===== src/rtl/pipe_hazard_ctrl.sv =====
// Stall/flush/forward controller for the 5-stage pipeline, with a data-memory freeze FSM and a stall counter.
// Optional feature macro: PIPE_FWD_EN (EX operand forwarding; otherwise RAW hazards stall until writeback).
module pipe_hazard_ctrl #(
    parameter int unsigned MEM_TIMEOUT = 16,
    parameter int unsigned CNT_W       = 16
) (
    input  logic             reloj,
    input  logic             reset_n,
    input  logic [4:0]       id_rs,
    input  logic [4:0]       id_rt,
    input  logic             id_uses_rt,
    input  logic [4:0]       ex_rs,
    input  logic [4:0]       ex_rt,
    input  logic [4:0]       ex_rd_rt,
    input  logic             ex_regwrite,
    input  logic             ex_memread,
    input  logic [4:0]       mem_rd_rt,
    input  logic             mem_regwrite,
    input  logic [4:0]       wb_rd_rt,
    input  logic             wb_regwrite,
    input  logic             ex_branch_taken,
    input  logic             mem_req,
    input  logic             mem_ack,
    output logic             pc_en,
    output logic             en_if_id,
    output logic             en_id_ex,
    output logic             en_ex_mem,
    output logic             en_mem_wb,
    output logic             flush_if_id,
    output logic             flush_id_ex,
    output logic [1:0]       fwd_a,
    output logic [1:0]       fwd_b,
    output logic             mem_err,
    output logic [CNT_W-1:0] stall_cnt
);

    localparam int unsigned WW = $clog2(MEM_TIMEOUT);

    typedef enum logic {
        RUN      = 1'b0,
        MEM_WAIT = 1'b1
    } state_t;

    state_t        state, state_nxt;
    logic [WW-1:0] wait_cnt, wait_nxt;
    logic          freeze;
    logic          err_set;
    logic          load_use;
    logic          data_stall;
    logic          stall_inc;
    logic [1:0]    fwd_a_raw, fwd_b_raw;

    function automatic logic id_reads(input logic [4:0] dest);
        return (dest != 5'd0) &&
               ((dest == id_rs) || (id_uses_rt && (dest == id_rt)));
    endfunction

    // The last timed-out wait cycle is still frozen; the release happens on the following cycle.
    always_comb begin
        state_nxt = state;
        wait_nxt  = wait_cnt;
        freeze    = 1'b0;
        err_set   = 1'b0;
        case (state)
            RUN: begin
                if (mem_req && !mem_ack) begin
                    freeze    = 1'b1;
                    state_nxt = MEM_WAIT;
                    wait_nxt  = WW'(1);
                end
            end
            MEM_WAIT: begin
                if (mem_ack) begin
                    state_nxt = RUN;
                    wait_nxt  = '0;
                end else begin
                    freeze = 1'b1;
                    if (wait_cnt == WW'(MEM_TIMEOUT - 1)) begin
                        state_nxt = RUN;
                        wait_nxt  = '0;
                        err_set   = 1'b1;
                    end else begin
                        wait_nxt = wait_cnt + WW'(1);
                    end
                end
            end
            default: begin
                state_nxt = RUN;
                wait_nxt  = '0;
            end
        endcase
    end

    assign load_use = ex_memread && ex_regwrite && id_reads(ex_rd_rt);

`ifdef PIPE_FWD_EN
    assign data_stall = load_use;

    always_comb begin
        fwd_a_raw = 2'b00;
        fwd_b_raw = 2'b00;
        if (ex_rs != 5'd0) begin
            if (mem_regwrite && (mem_rd_rt == ex_rs))
                fwd_a_raw = 2'b10;
            else if (wb_regwrite && (wb_rd_rt == ex_rs))
                fwd_a_raw = 2'b01;
        end
        if (ex_rt != 5'd0) begin
            if (mem_regwrite && (mem_rd_rt == ex_rt))
                fwd_b_raw = 2'b10;
            else if (wb_regwrite && (wb_rd_rt == ex_rt))
                fwd_b_raw = 2'b01;
        end
    end
`else
    logic unused_fwd_inputs;

    // WB needs no stall: the register file writes in the first half-cycle.
    assign data_stall = load_use ||
                        (ex_regwrite && id_reads(ex_rd_rt)) ||
                        (mem_regwrite && id_reads(mem_rd_rt));
    assign fwd_a_raw  = 2'b00;
    assign fwd_b_raw  = 2'b00;
    assign unused_fwd_inputs = ^{ex_rs, ex_rt, wb_rd_rt, wb_regwrite};
`endif

    assign stall_inc = freeze || (!ex_branch_taken && data_stall);

    always_comb begin
        pc_en       = 1'b1;
        en_if_id    = 1'b1;
        en_id_ex    = 1'b1;
        en_ex_mem   = 1'b1;
        en_mem_wb   = 1'b1;
        flush_if_id = 1'b0;
        flush_id_ex = 1'b0;
        fwd_a       = fwd_a_raw;
        fwd_b       = fwd_b_raw;
        if (!reset_n) begin
            pc_en       = 1'b0;
            en_if_id    = 1'b0;
            en_id_ex    = 1'b0;
            en_ex_mem   = 1'b0;
            en_mem_wb   = 1'b0;
            flush_if_id = 1'b1;
            flush_id_ex = 1'b1;
            fwd_a       = 2'b00;
            fwd_b       = 2'b00;
        end else if (freeze) begin
            pc_en     = 1'b0;
            en_if_id  = 1'b0;
            en_id_ex  = 1'b0;
            en_ex_mem = 1'b0;
            en_mem_wb = 1'b0;
        end else if (ex_branch_taken) begin
            flush_if_id = 1'b1;
            flush_id_ex = 1'b1;
        end else if (data_stall) begin
            pc_en       = 1'b0;
            en_if_id    = 1'b0;
            flush_id_ex = 1'b1;
        end
    end

    always_ff @(posedge reloj or negedge reset_n) begin
        if (!reset_n) begin
            state     <= RUN;
            wait_cnt  <= '0;
            mem_err   <= 1'b0;
            stall_cnt <= '0;
        end else begin
            state    <= state_nxt;
            wait_cnt <= wait_nxt;
            if (err_set)
                mem_err <= 1'b1;
            if (stall_inc && (stall_cnt != '1))
                stall_cnt <= stall_cnt + CNT_W'(1);
        end
    end

endmodule

===== config.mk =====
export PLATFORM = sky130hd
export DESIGN_NAME = pipe_hazard_ctrl
export DESIGN_NICKNAME = d
export VERILOG_FILES = /design/src/rtl/pipe_hazard_ctrl.sv
export SDC_FILE = /design/constraint.sdc
export NUM_CORES = 1
export LEC_CHECK = 0
export BUFFER_PORTS_ARGS = -buffer_cell sky130_fd_sc_hd__clkbuf_2
export CAP_MARGIN = 40
export CORE_MARGIN = 8
export CORE_UTILIZATION = 48
export CTS_CLUSTER_DIAMETER = 40
export CTS_CLUSTER_SIZE = 25
export DETAILED_ROUTE_END_ITERATION = 10
export GPL_TIMING_DRIVEN = 0
export PLACE_DENSITY = 0.83
export SYNTH_ARGS = -nofsm -noshare
export SYNTH_HDL_FRONTEND = slang
export SYNTH_SLANG_ARGS = --single-unit

===== constraint.sdc =====
create_clock -name reloj -period 4.3 [get_ports reloj]
set_input_delay 0.86 -clock reloj [delete_from_list [all_inputs] [get_ports reloj]]
set_output_delay 0.86 -clock reloj [all_outputs]
set_load 0.03 [all_outputs]

==> results of run 1 <==
## cells in the mapped netlist
cell	n
xor2_1	1
o21a_1	3
a41oi_1	1
buf_4	7
dfrtp_1	22
or4_1	2
nor2_1	3
inv_1	3
nand3_1	7
xnor2_1	34
buf_6	1
nor2b_1	3
a22o_1	2
a31oi_1	1
a21oi_2	1
and3_1	5
o21bai_1	2
a21oi_1	1
ha_1	2
o21ai_0	4
nand2_2	1
conb_1	1
nor4_1	1
nand4_1	15
o22ai_1	3
mux2_2	2
clkbuf_1	1
nand2_1	11
a22oi_1	1
and2_1	1
nand4_2	1
nand2b_1	1
nor3b_2	1
## where the power goes
| group | total, uW | internal (uW) | switching (uW) |
|---|---|---|---|
| clock | 160 | 94.3 | 65.5 |
| sequential | 286 | 238 | 47.6 |
| combinational | 243 | 92.5 | 151 |
## path summary, 6_finish.rpt
| path | slack (ps) | to | cells after the start |
|---|---|---|---|
| max | 980 | pc_en | 7 |
| min in group asynchronous | 500 | stall_cnt[5] | 1 |
| max in group asynchronous | 3430 | mem_err | 1 |
| min | 490 | mem_err | 1 |
| max reg2reg | 2060 | stall_cnt[5] | 9 |
| min reg2reg | 490 | mem_err | 1 |
## flip-flops by register name (all words and copies together), names as in the netlist
name / count
mem_err: 1
stall_cnt: 16
state: 1
wait_cnt: 4
## logic make-up (layout without fill, tap and decap cells)
family          after synthesis  in the layout  synth area share [%]
compound gates               19             19                  9.20
xor+xnor                     35             35                  21.7
fa+ha+maj                     2              2                  1.77
buf+inv                      12             67                  5.57
flops                        22             22                  38.9
mux                           2              2                  1.59
other cells                   1              4                 0.265
simple gates                 52             52                  21.0
## stage by stage
stage	util (%)	hold WS (ps)	setup slack [ps]	total power, uW
6_report	63.7	490	978	689
4_1_cts	63.7	498	961	695
3_3_place_gp	61.8	463	1020	523
5_1_grt	63.7	532	902	724
2_1_floorplan	-	492	1120	445
3_5_place_dp	61.8	465	969	533
## routing by layer
layer  vias up  GRT usage (%)  wire length, um
li1        618              -                -
met1       593           17.0             1570
met2        67           22.8             1570
met3         9           5.37              344
met4         0           5.58               66
met5         -              0                0
## cell type report
type                            instances  area, sq um
Timing Repair Buffer                   51          255
Fill cell                             264         1010
Clock buffer                            3         22.5
Sequential cell                        22          551
Inverter                                3         11.3
Tap cell                               31         38.8
Clock inverter                          1         30.0
Multi-Input combinational cell        114          796
Buffer                                  9         67.6
==> results.py, run 1 <==
metrics = {
    "clocking": {
        "cts_hold_buf": 0,
        "cts_tree": "built",
        "path_clk_slew_ps": 120,
        "clock_latency_ps": 310,
        "cts_buffer_depth": 2,
        "cts-root-buf": "clkbuf_4",
        "cts_buffers": 3,
        "clock-sinks": 22,
        "post-cts-setup-buffers": 0,
        "htreeDepth": 1,
        "ctsResizeCount": 0,
    },
    "place": {
        "dp_cells": 230,
        "hpwl_um": 2800,
        "place.port_buffers": 51,
        "dpl_cell_area_sq_mm": 0.00172,
        "routabilityCongestion": 0.845,
    },
    "flow_run": {
        "cap_violations": 0,
    },
    "finish": {
        "finalInstanceArea_sq_mm": 0.00177,
        "mostFrequentLayoutCells": "clkbuf_2 (51), xnor2_1 (34), dfrtp_1 (22)",
        "area_growth_pct": 25.3,
        "num_antenna_cells": 0,
        "final_nets": 251,
        "drive_above_1_share_pct": 34.0,
        "fin_cells": 234,
        "layout_commonest_cell": "clkbuf_2",
    },
    "sta": {
        "finalClockSkew_ps": 0.943,
        "worst_slew_pin_slew_ps": 619,
        "setup_viol": 0,
        "finalCritPeriodShare_pct": 77.3,
        "worst_slew_margin_rel_pct": 58.3,
        "clock.fmax_mhz": 301,
        "tns_ps": 0,
        "slew_violations": 0,
        "period_minus_slack_ps": 3320,
        "rsz0062_at_grt": "no",
        "hold_violations": 0,
    },
    "setup_path": {
        "required_ps": 3440,
        "crit_family": "compound AO/OA/AOI/OAI gates",
        "path_class": "in2out",
        "critical_path_arrival_ps": 2460,
        "crit_path_top_delay_cell": "or4_1",
        "critPathMaxStageDelay_ps": 510,
        "crit_path_max_fanout": 3,
        "startpoint": "mem_rd_rt[1]",
        "timing.rr.start": "stall_cnt[0]",
        "worstPathCellList": "clkbuf_2 > or4_1 > o21a_1 > a22oi_1 > o21a_1 > buf_4 > clkbuf_2",
        "cp-end-kind": "output pin",
        "worstSetupStartpointType": "primary input",
        "critical_path_buf_inv_count": 3,
    },
    "global_routing": {
        "antenna_found_initial": 0,
        "grt_max_degree": 25,
        "grtUsageTotal_pct": 14.4,
        "grt_overflow": 0,
        "grt_pass1_wl_um": 6070,
        "grt_pass1_vias": 1337,
    },
    "synthesis": {
        "syn_area_per_cell_sq_um": 9.75,
        "yosysSeqAreaShare_pct": 38.9,
        "synth_top_area_share_pct": 38.9,
        "ys_top_cells_by_area": "dfrtp_1 (39%), xnor2_1 (21%), nand4_1 (6.6%)",
        "ys_ff_latch": 22,
        "yosysWarnings": 0,
        "syn_area_sq_mm": 0.00141,
        "ys_types": 33,
        "yosys.area.top_type": "dfrtp_1",
        "synth_cells": 145,
    },
    "detailed_routing": {
        "drc": 0,
        "first_iter_violations": 58,
        "antenna_left": 0,
        "wirelength_um": 3550,
        "dr_total_vias": 1287,
        "wl_per_cell_um": 15.1,
        "dr.pass1.iters": 4,
        "vias_per_cell": 5.50,
    },
    "die": {
        "dieArea_sq_mm": 0.00494,
        "core-area_sq_mm": 0.00278,
        "num_io_pins": 73,
        "rows": 19,
        "dieHeight_um": 70.3,
        "initial_core_util_pct": 50.8,
        "fp.dieW_um": 70.3,
    },
    "power": {
        "vdd_drop_max_mv": 0.470,
        "power_density_mw_per_mm2": 389,
        "p_leak_uw": 0.000835,
    },
    "worst_hold_path": {
        "hold_path_class": "reg2reg",
        "min-delay-start": "mem_err",
    },
    "outcome": {
        "outcome": "complete, no violations",
    },
}
(Power assumes the default switching activity.)
==> run 2: changes to the inputs <==
--- a/config.mk
+++ b/config.mk
@@ -5,15 +5,16 @@
 export SDC_FILE = /design/constraint.sdc
 export NUM_CORES = 1
 export LEC_CHECK = 0
+export ABC_AREA = 1
 export BUFFER_PORTS_ARGS = -buffer_cell sky130_fd_sc_hd__clkbuf_2
 export CAP_MARGIN = 40
 export CORE_MARGIN = 8
-export CORE_UTILIZATION = 48
+export CORE_UTILIZATION = 44
 export CTS_CLUSTER_DIAMETER = 40
 export CTS_CLUSTER_SIZE = 25
 export DETAILED_ROUTE_END_ITERATION = 10
 export GPL_TIMING_DRIVEN = 0
-export PLACE_DENSITY = 0.83
+export PLACE_DENSITY = 0.76
 export SYNTH_ARGS = -nofsm -noshare
 export SYNTH_HDL_FRONTEND = slang
 export SYNTH_SLANG_ARGS = --single-unit
==> constraint.sdc (replaced) <==
create_clock -name reloj -period 3.05 [get_ports reloj]
set_input_delay 0.61 -clock reloj [delete_from_list [all_inputs] [get_ports reloj]]
set_output_delay 0.61 -clock reloj [all_outputs]
set_load 0.03 [all_outputs]
==> results.py, run 2 <==
metrics = {
    "finish": {
        "final_nets": 377,
        "num_antenna_cells": 0,
        "largest_register": "stall_cnt",
        "multi_input_area_sq_mm": 0.00105,
        "largest_reg_flops": 16,
        "fillCellCount": 396,
        "layout_commonest_cell": "nand2_1",
        "area_growth_pct": 20.5,
        "drive_above_1_share_pct": 25.0,
        "mostFrequentLayoutCells": "nand2_1 (101), clkbuf_2 (51), inv_1 (30)",
        "top_regs": "stall_cnt: 16 flops, wait_cnt: 4 flops",
        "finalInstanceArea_sq_mm": 0.00218,
        "regArea_sq_um": 551,
        "post-route-util_pct": 54.9,
    },
    "power": {
        "vdd_drop_max_mv": 0.271,
        "power_uw": 874,
        "power_density_mw_per_mm2": 401,
        "p_leak_uw": 0.00130,
    },
    "synthesis": {
        "synth_commonest_cells": "nand2_1 (101), inv_1 (30), nor2_1 (25)",
        "async_flop_share_pct": 100,
        "synth_top_area_share_pct": 30.4,
        "syn_area_per_cell_sq_um": 6.68,
        "synth.most_common_cell": "nand2_1",
        "syn_area_sq_mm": 0.00181,
        "synth_cells": 271,
        "yosysWarnings": 0,
        "yosysSeqAreaShare_pct": 30.4,
        "yosys_most_used_dff": "dfrtp_1",
        "synth_edf_count": 0,
        "ys_top_cells_by_area": "dfrtp_1 (30%), nand2_1 (21%), nand4_1 (6.6%)",
        "ys_types": 29,
        "ys_ff_latch": 22,
        "yosys.area.top_type": "dfrtp_1",
    },
    "global_routing": {
        "grt_pass1_wl_um": 7560,
        "antenna_found_initial": 0,
        "grtUsageTotal_pct": 14.1,
        "grt_pass1_vias": 1727,
        "grt_overflow": 0,
        "grt_max_degree": 25,
    },
    "clocking": {
        "htreeDepth": 1,
        "path_clk_slew_ps": 70,
        "cts_hold_buf": 0,
        "cts_buffers": 3,
        "cts_buffer_depth": 2,
        "cts-root-buf": "clkbuf_8",
        "post-cts-setup-buffers": 0,
        "cts_tree": "built",
        "clock-sinks": 22,
        "clock_latency_ps": 250,
        "ctsResizeCount": 0,
    },
    "die": {
        "dieArea_sq_mm": 0.00642,
        "rows": 23,
        "num_io_pins": 73,
        "dieHeight_um": 80.1,
        "core-area_sq_mm": 0.00397,
        "initial_core_util_pct": 45.6,
        "fp.dieW_um": 80.1,
    },
    "outcome": {
        "outcome": "complete, no violations",
    },
    "worst_hold_path": {
        "hold_path_class": "in2async",
    },
    "sta": {
        "period_minus_slack_ps": 2740,
        "tns_ps": 0,
        "rsz0062_at_grt": "no",
        "clock.fmax_mhz": 364,
        "setup_viol": 0,
        "worst_slew_margin_rel_pct": 62.4,
        "finalClockSkew_ps": 3.31,
        "worst_slew_pin_slew_ps": 564,
        "hold_violations": 0,
        "finalCritPeriodShare_pct": 90.0,
        "setup_slack_ps": 306,
        "slew_violations": 0,
    },
    "detailed_routing": {
        "antenna_left": 0,
        "wirelength_um": 4480,
        "wl_per_cell_um": 11.8,
        "dr_total_vias": 1818,
        "first_iter_violations": 64,
        "drc": 0,
        "vias_per_cell": 4.81,
        "dr.pass1.iters": 4,
    },
    "setup_path": {
        "worstSetupStartpointType": "primary input",
        "required_ps": 2440,
        "cp-end-kind": "output pin",
        "path_class": "in2out",
        "crit_path_max_fanout": 10,
        "critical_path_arrival_ps": 2130,
    },
    "place": {
        "place.port_buffers": 51,
        "hpwl_um": 3710,
        "place_ws_ps": 328,
        "dpl_cell_area_sq_mm": 0.00214,
        "routabilityCongestion": 0.838,
    },
    "flow_run": {
        "cap_violations": 0,
    },
}
run 2: cell types whose count changed after synthesis, sizes merged, moves of 7 or more:
cell   before  now
inv         3   36
nand2      12  103
nand3       7   14
nor2        3   28
xnor2      34    9
xor2        1    8
run 2: per-stage QoR:
stage                     hold WS, ps  instances
after floorplan                   314        274
after global placement            460        375
after detailed placement          458        375
after CTS                         345        378
after global routing              377        378
final                             334        378
run 2: area by class of cell:
class	instances	share of cell area [%]
timing repair buffer	51	11.7
clock buffer	3	1.89
sequential	22	25.2
buffer	11	3.73
tap	50	2.87
multi-input combinational	205	48.4
inverter	36	6.20
run 2: report_power, final:
part	switching (uW)	internal, uW	leakage, uW
sequential	49.2	327	0.000298
combinational	213	114	0.000978
clock	83.2	87.8	0.0000216
run 2: final timing paths:
path / start / depth (start not counted) / slack (ps) / endpoint
worst max-delay path: ex_rd_rt[2] / 11 / 310 / pc_en
min in group reloj: mem_err / 1 / 470 / mem_err
worst min-delay path: reset_n / 1 / 330 / stall_cnt[6]
worst max register to register: stall_cnt[0] / 7 / 1330 / stall_cnt[11]
max in group asynchronous: reset_n / 1 / 2340 / stall_cnt[15]
worst min register to register: mem_err / 1 / 470 / mem_err
run 2: kinds of logic (layout without fill, tap and decap cells):
| logic type | after synthesis | count (layout) | share of synthesized area (%) |
|---|---|---|---|
| fa+ha+maj | 2 | 2 | 1.38 |
| compound gates | 13 | 13 | 4.35 |
| other cells | 1 | 4 | 0.207 |
| simple gates | 169 | 169 | 43.5 |
| flops | 22 | 22 | 30.4 |
| buf+inv | 47 | 101 | 12.0 |
| xor+xnor | 17 | 17 | 8.22 |
run 2: layer usage:
| metal | GRT usage (%) | vias to the layer above | part of all wire, % |
|---|---|---|---|
| li1 | - | 964 | - |
| met5 | 0 | - | 0 |
| met1 | 17.7 | 819 | 46 |
| met3 | 2.23 | 2 | 4.3 |
| met4 | 3.27 | 0 | 0.42 |
| met2 | 24.7 | 33 | 50 |
run 2: critical path: stages:
cell,delay (ps)
clkbuf_2,90
inv_1,110
nand4_1,120
o21ai_0,160
inv_1,70
nand2_2,100
nand3_4,140
buf_4,210
a21oi_1,190
buf_4,150
clkbuf_2,190
==> run 3: changes to the inputs <==
--- a/config.mk
+++ b/config.mk
@@ -9,12 +9,12 @@
 export BUFFER_PORTS_ARGS = -buffer_cell sky130_fd_sc_hd__clkbuf_2
 export CAP_MARGIN = 40
 export CORE_MARGIN = 8
-export CORE_UTILIZATION = 44
+export CORE_UTILIZATION = 49
 export CTS_CLUSTER_DIAMETER = 40
 export CTS_CLUSTER_SIZE = 25
 export DETAILED_ROUTE_END_ITERATION = 10
 export GPL_TIMING_DRIVEN = 0
-export PLACE_DENSITY = 0.76
+export PLACE_DENSITY = 0.8
 export SYNTH_ARGS = -nofsm -noshare
 export SYNTH_HDL_FRONTEND = slang
 export SYNTH_SLANG_ARGS = --single-unit
==> constraint.sdc (replaced) <==
create_clock -name reloj -period 3.1 [get_ports reloj]
set_input_delay 0.62 -clock reloj [delete_from_list [all_inputs] [get_ports reloj]]
set_output_delay 0.62 -clock reloj [all_outputs]
set_load 0.03 [all_outputs]
==> results.py, run 3 (synthesis results as in run 2) <==
metrics = {
    "outcome": {
        "outcome": "complete, no violations",
    },
    "clocking": {
        "htreeDepth": 1,
        "cts_buffers": 3,
        "cts_hold_buf": 0,
        "post-cts-setup-buffers": 0,
        "clock-sinks": 22,
        "cts-root-buf": "clkbuf_8",
        "ctsResizeCount": 0,
        "cts_tree": "built",
        "cts_buffer_depth": 2,
        "path_clk_slew_ps": 70,
        "clock_latency_ps": 260,
    },
    "global_routing": {
        "grt_pass1_vias": 1794,
        "antenna_found_initial": 0,
        "grtUsageTotal_pct": 15.3,
        "grt_overflow": 0,
        "grt_max_degree": 25,
        "grt_pass1_wl_um": 7790,
    },
    "finish": {
        "drive_above_1_share_pct": 25.0,
        "fillCellCount": 320,
        "area_growth_pct": 20.3,
        "layout_commonest_cell": "nand2_1",
        "fin_cells": 376,
        "top_regs": "stall_cnt: 16 flops, wait_cnt: 4 flops",
        "largest_register": "stall_cnt",
        "mostFrequentLayoutCells": "nand2_1 (101), clkbuf_2 (51), inv_1 (30)",
        "finalInstanceArea_sq_mm": 0.00218,
        "num_antenna_cells": 0,
        "final_nets": 377,
        "largest_reg_flops": 16,
        "regArea_sq_um": 551,
        "multi_input_area_sq_mm": 0.00105,
    },
    "die": {
        "initial_core_util_pct": 50.2,
        "core-area_sq_mm": 0.00361,
        "dieHeight_um": 76.8,
        "rows": 22,
        "fp.dieW_um": 76.8,
        "num_io_pins": 73,
        "dieArea_sq_mm": 0.00590,
    },
    "power": {
        "switchingPower_uw": 341,
        "seqPwrFrac_pct": 42.8,
        "vdd_drop_max_mv": 0.286,
        "switching_share_pct": 39.6,
        "clockPowerShare_pct": 20.1,
        "p_leak_uw": 0.00130,
        "power_uw": 861,
        "power_density_mw_per_mm2": 395,
        "comb_power_share_pct": 37.1,
        "p_int_uw": 521,
    },
    "sta": {
        "worst_slew_margin_rel_pct": 62.8,
        "slew_violations": 0,
        "worst_slew_pin_slew_ps": 558,
        "tns_ps": 0,
        "clock.fmax_mhz": 367,
        "setup_viol": 0,
        "finalCritPeriodShare_pct": 88.0,
        "whs_ps": 335,
        "hold_violations": 0,
        "period_minus_slack_ps": 2730,
        "rsz0062_at_grt": "no",
        "finalClockSkew_ps": 3.12,
    },
    "place": {
        "hpwl_um": 3570,
        "routabilityCongestion": 0.879,
        "dp_cells": 373,
        "place.port_buffers": 51,
        "dpl_cell_area_sq_mm": 0.00214,
    },
    "setup_path": {
        "cp-end-kind": "output pin",
        "crit_path_top_delay_cell": "buf_4",
        "crit_path_max_fanout": 10,
        "required_ps": 2480,
        "critical_path_arrival_ps": 2110,
        "worstPathCellList": "clkbuf_2 > inv_1 > nand4_1 > o21ai_0 > inv_1 > nand2_2 > nand3_4 > buf_4 > a21oi_1 > buf_4 > clkbuf_2",
        "worstSetupStartpointType": "primary input",
        "path_class": "in2out",
        "critPathMaxStageDelay_ps": 210,
    },
    "detailed_routing": {
        "antenna_left": 0,
        "dr_total_vias": 1836,
        "drc": 0,
        "wirelength_um": 4390,
        "first_iter_violations": 157,
        "vias_per_cell": 4.88,
        "wl_per_cell_um": 11.7,
        "dr.pass1.iters": 4,
    },
    "worst_hold_path": {
        "hold_path_class": "in2async",
    },
    "flow_run": {
        "cap_violations": 0,
    },
}
run 3: cell counts in the layout (fill, tap and decap cells not counted):
Identical to the previous run, type by type.
run 3: critical path: cells and delay by family:
kind,cells,cell delay [ps]
AND/OR/NAND/NOR,3,360
AO/OA/AOI/OAI,2,340
buffers and inverters,6,800
run 3: worst paths after layout:
kind,start,endpoint,slack (ps),depth (start not counted)
max,ex_rd_rt[2],pc_en,370,11
min in group reloj,mem_err,mem_err,470,1
max reg2reg,stall_cnt[0],stall_cnt[10],1390,7
min,reset_n,stall_cnt[5],340,1
min reg2reg,mem_err,mem_err,470,1
max in group asynchronous,reset_n,wait_cnt[1],2400,1
run 3: power by group through the flow:
stage,registers (uW),clock network (uW),logic (uW)
after global placement,373,0,315
after CTS,369,181,324
after global routing,377,192,360
after detailed placement,374,0,323
after floorplan,419,0,175
final,369,173,320
run 3: area by class of cell:
class | count | area share, %
tap | 48 | 2.76
buffer | 11 | 3.73
clock buffer | 3 | 1.90
multi-input combinational | 205 | 48.4
timing repair buffer | 51 | 11.7
inverter | 36 | 6.20
sequential | 22 | 25.3
run 3: metal layers:
layer  GRT usage (%)  wire, um  vias to the layer above
met4            4.62        29                        0
met2            25.5      2030                       56
met5               0         0                        -
met3            4.66       325                        4
li1                -         -                      965
met1            18.4      2010                      811
run 3: stage by stage:
stage | worst slack [ps] | util, %
final | 372 | 60.4
after floorplan | 311 | -
after global routing | 140 | 60.4
after detailed placement | 343 | 59.3
after CTS | 339 | 60.4
after global placement | 362 | 59.3
